$ cat config.mk
export PLATFORM = sky130hd
export DESIGN_NAME = dff_pipe
export DESIGN_NICKNAME = d
export VERILOG_FILES = /design/src/rtl/dff_pkg.sv /design/src/rtl/dff_stage.sv /design/src/rtl/dff_pipe.sv
export SDC_FILE = /design/constraint.sdc
export NUM_CORES = 1
export LEC_CHECK = 0
export CORE_MARGIN = 4
export CORE_UTILIZATION = 31
export DETAILED_ROUTE_END_ITERATION = 6
export DONT_BUFFER_PORTS = 1
export GPL_ROUTABILITY_DRIVEN = 0
export SYNTH_ARGS = -nofsm -noshare
export SYNTH_HDL_FRONTEND = slang
export SYNTH_SLANG_ARGS = --single-unit
$ cat constraint.sdc
create_clock -name clk -period 1.7 [get_ports clk]
set_input_delay 0.34 -clock clk [delete_from_list [all_inputs] [get_ports clk]]
set_output_delay 0.34 -clock clk [all_outputs]
set_load 0.01 [all_outputs]
$ cat src/rtl/dff_pkg.sv
`default_nettype none
// ============================================================================
// dff_pkg : shared defaults and count-width helper for the register pipelines
// Revision: 1.0
// ============================================================================
package dff_pkg;

    localparam int DEFAULT_RESET_VAL = 0;

    // Bits needed to hold a count from 0 up to and including depth.
    function automatic int count_width(input int depth);
        return (depth < 1) ? 1 : $clog2(depth + 1);
    endfunction

endpackage
`default_nettype wire

$ cat src/rtl/dff_stage.sv
`default_nettype none
// ============================================================================
// dff_stage : one data+valid register with async reset, sync clear and enable
// Revision: 1.0
// ============================================================================
module dff_stage
    import dff_pkg::*;
#(
    parameter int               WIDTH     = 8,
    parameter logic [WIDTH-1:0] RESET_VAL = WIDTH'(DEFAULT_RESET_VAL)
) (
    input  logic             clk,
    input  logic             reset,
    input  logic             en,
    input  logic             sync_clr,
    input  logic [WIDTH-1:0] d,
    input  logic             d_valid,
    output logic [WIDTH-1:0] q,
    output logic             q_valid
);

    logic [WIDTH-1:0] r_data;
    logic             r_valid;

    always_ff @(posedge clk or negedge reset) begin
        if (!reset) begin
            r_data  <= RESET_VAL;
            r_valid <= 1'b0;
        end else if (sync_clr) begin
            r_data  <= RESET_VAL;
            r_valid <= 1'b0;
        end else if (en) begin
            r_data  <= d;
            r_valid <= d_valid;
        end
    end

    assign q       = r_data;
    assign q_valid = r_valid;

endmodule
`default_nettype wire

$ cat src/rtl/dff_pipe.sv
`default_nettype none
// ============================================================================
// dff_pipe : WIDTH x DEPTH delay line with per-stage valid and occupancy count
// Revision: 1.0
// ============================================================================
module dff_pipe
    import dff_pkg::*;
#(
    parameter int               WIDTH     = 8,
    parameter int               DEPTH     = 4,
    parameter logic [WIDTH-1:0] RESET_VAL = WIDTH'(DEFAULT_RESET_VAL)
) (
    input  logic                          clk,
    input  logic                          reset,
    input  logic                          en,
    input  logic                          sync_clr,
    input  logic [WIDTH-1:0]              d,
    input  logic                          d_valid,
    output logic [WIDTH-1:0]              q,
    output logic                          q_valid,
    output logic [WIDTH*DEPTH-1:0]        taps,
    output logic [DEPTH-1:0]              tap_valid,
    output logic [count_width(DEPTH)-1:0] count
);

    localparam int CW = count_width(DEPTH);

    // Slot 0 of each chain is the pipeline input; slot i+1 is the output of stage i.
    logic [WIDTH*(DEPTH+1)-1:0] w_dchain;
    logic [DEPTH:0]             w_vchain;
    logic [CW-1:0]              r_count;

    assign w_dchain[WIDTH-1:0] = d;
    assign w_vchain[0]         = d_valid;

    for (genvar i = 0; i < DEPTH; i++) begin : g_stage
        dff_stage #(
            .WIDTH     (WIDTH),
            .RESET_VAL (RESET_VAL)
        ) u_stage (
            .clk      (clk),
            .reset    (reset),
            .en       (en),
            .sync_clr (sync_clr),
            .d        (w_dchain[i*WIDTH +: WIDTH]),
            .d_valid  (w_vchain[i]),
            .q        (w_dchain[(i+1)*WIDTH +: WIDTH]),
            .q_valid  (w_vchain[i+1])
        );
    end

    // Modular arithmetic keeps the transient +1 harmless even when DEPTH+1 is a power of two.
    always_ff @(posedge clk or negedge reset) begin
        if (!reset) begin
            r_count <= '0;
        end else if (sync_clr) begin
            r_count <= '0;
        end else if (en) begin
            r_count <= r_count + CW'(d_valid) - CW'(w_vchain[DEPTH]);
        end
    end

    assign taps      = w_dchain[WIDTH*(DEPTH+1)-1:WIDTH];
    assign tap_valid = w_vchain[DEPTH:1];
    assign q         = w_dchain[WIDTH*DEPTH +: WIDTH];
    assign q_valid   = w_vchain[DEPTH];
    assign count     = r_count;

    a_count_matches_valids : assert property (
        @(posedge clk) disable iff (!reset)
        r_count == CW'($countones(w_vchain[DEPTH:1]))
    );

endmodule
`default_nettype wire

==> flow_summary.toml <==
[clocking]
worstSkewPairLatency_ns = 0.28
cts_tree = "built"
cts_root_buf = "clkbuf_8"
path_clk_slew_ns = 0.07
cts_made_buffers = 5
htreeDepth = 2
clk_path_buf_depth = 2
postCtsResizedCells = 0
clock_sinks = 39

[pwr]
power_leakage_nw = 0.956
power_per_cell_area_nw_per_um2 = 992
ir_worst_vdd_uv = 540
p_total_w = 0.00184

[timing]
period_needed_ns = 1.79
fin_skew_ns = 0.00463
hold_viol_final = 0
timing.final.ws_setup_ns = -0.0858
max_slew_margin = 0.807
max_freq_mhz = 560
tightestPinTransition_ns = 0.290
drv_slew = 0
finalCritPeriodShare = 1.05
rsz0062_at_grt = "yes"
setup_viol = 2

[floorplanning]
ioPinCount = 61
start_util = 0.320
core-area_sq_um = 5540
fp.dieW_microns = 83.7
die-area_sq_um = 7000
rows = 27
fp.dieH_microns = 83.7

[setup_path]
critPathArrivalTime_ns = 1.96
worstSetupPathType = "flop to flop"
reg2reg_to = "count[2]"
cpPeakStageDelay_ns = 0.35
worst_r2r_path_depth = 9
crit_chain = "inv_1 > ha_1 > inv_1 > ha_1 > inv_1 > fa_2 > xor2_2 > a21oi_2 > a31o_1"
cp_data_required_time_ns = 1.87
cp-end-kind = "flop"
crit_start = "count[0]"
crit_slowest_cell = "dfrtp_1"
path_buf_inv = 3
reg2reg_slack_ns = -0.09
worstReg2RegStart = "count[0]"
cp_top_family = "adder cells"
cp-start-kind = "flop"
cp_common_cell = "inv_1"
crit_fanout = 2

[yosys]
synth_common_cells = "dfrtp_1, nor2_1, mux2i_1"
syn_area_sq_um = 1780
synth_fp_nets = 164
postSynthAreaPerCell_sq_um = 12.0
synth_edf_count = 0
ys.flop_type = "dfrtp_1"
synth_cells = 148
seq_area_frac_synth = 0.550
synth-async-reset-ratio = 1.00
synth_top_area_frac = 0.550
ys.warnings.count = 0
synth_seq_cells = 39
synthDistinctLibCells = 15
synth.largest_area_cell = "dfrtp_1"
yosys-top-cells-area = "dfrtp_1, mux2i_1, nor2_1"

[placed_design]
post_dp_cell_area_sq_um = 1710
port_buffers = 0
pre_cts_slack_ns = -0.102
placed_cells = 201
hpwl_mm = 2.35

[finish]
diodes = 0
design_area_sq_um = 1850
drive_gt1_frac = 0.101
nFillCells = 566
final_cells = 211
finalCoreUtilization = 0.335
seq_area_sq_um = 976
area_growth_pct = 4.44
nets = 155
multi_input_area_sq_um = 614

[global_route]
groute.usage.overall = 0.0988
grt_pass1_wl_mm = 5.57
grt_pass1_vias = 993
grt_max_degree = 41
antenna_found_initial = 0
grt-ovfl-total = 0

[drt]
drc = 0
drtIter0Drc = 41
wl_mm = 3.32
viasPerCell = 4.65
dr_total_vias = 981
wl_per_cell_microns = 15.7
antenna_left = 0
drt_first_pass_iters = 4

[outcome]
outcome = "finished, violations left"
violations = "setup timing"

[worst_hold_path]
hold_depth = 1
min_to = "count[1]"
hp-class = "primary input to flop"
worstHoldStart = "sync_clr"

[run]
maxCapViolCount = 0
-- how the worst max path moves through the flow --
| stage | end | cells past startpoint |
|---|---|---|
| global placement | count[2] | 9 |
| detailed placement | count[2] | 9 |
| floorplan | count[2] | 9 |
| finish | count[2] | 9 |
| CTS | count[2] | 9 |
| global route | count[2] | 8 |
-- logic make-up after synthesis --
family | synth area share
AOI/OAI and AO/OA | 0.00987
adders and majority gates | 0.0254
DFF | 0.550
buffers and inverters | 0.110
muxes | 0.214
and+or+nand+nor | 0.0860
xor gates and xnor gates | 0.00493
-- layout make-up --
cell class,instances,area share
Multi-Input combinational cell,84,0.331
Clock inverter,2,0.0202
Tap cell,72,0.0486
Clock buffer,5,0.0371
Inverter,4,0.00810
Sequential cell,39,0.526
Timing Repair Buffer,5,0.0283
-- state kept, by name, summed over array words and instances, names as in the netlist --
signal,cells
count,3
g_stage.u_stage.q_valid,4
g_stage.u_stage.q,32
-- metal layers --
layer  wire length [microns]  track usage  vias up
met5                       0            0        -
met4                       4       0.0219        0
met3                     341       0.0602        2
met2                    1690        0.162       40
met1                    1280        0.110      486
li1                        -            -      453
-- where the power goes --
part / total, W / switching (W) / internal (W)
registers: 0.000998 / 0.0000427 / 0.000956
logic: 0.000106 / 0.0000483 / 0.0000578
clock network: 0.000735 / 0.000307 / 0.000429
-- placed cells by master, fill, tap and decap left out --
cell type and count:
clkbuf_8 5, nand2b_1 1, clkinvlp_4 1, ha_1 2
dfrtp_1 39, a31o_1 1, a21oi_2 1, bufinv_16 1
buf_12 1, inv_1 4, buf_4 3, xor2_2 1
fa_2 1, dlygate4sd3_1 1, mux2i_1 38, nor2_1 39
-- through the flow --
stage	TNS, ns	hold WS, ns
5_1_grt	-0.346	0.0906
4_1_cts	-0.123	0.0989
6_report	-0.102	0.119
2_1_floorplan	-0.119	0.0444
3_3_place_gp	-0.00743	0.0457
3_5_place_dp	-0.130	0.0459
-- timing repair --
item	4_1_cts	5_1_grt
endpoints found under the hold margin	39	0
hold buffers	2	0
setup endpoints to repair	2	2
setup buffers	1	0
No activity file was read; power rests on OpenSTA's default activity.
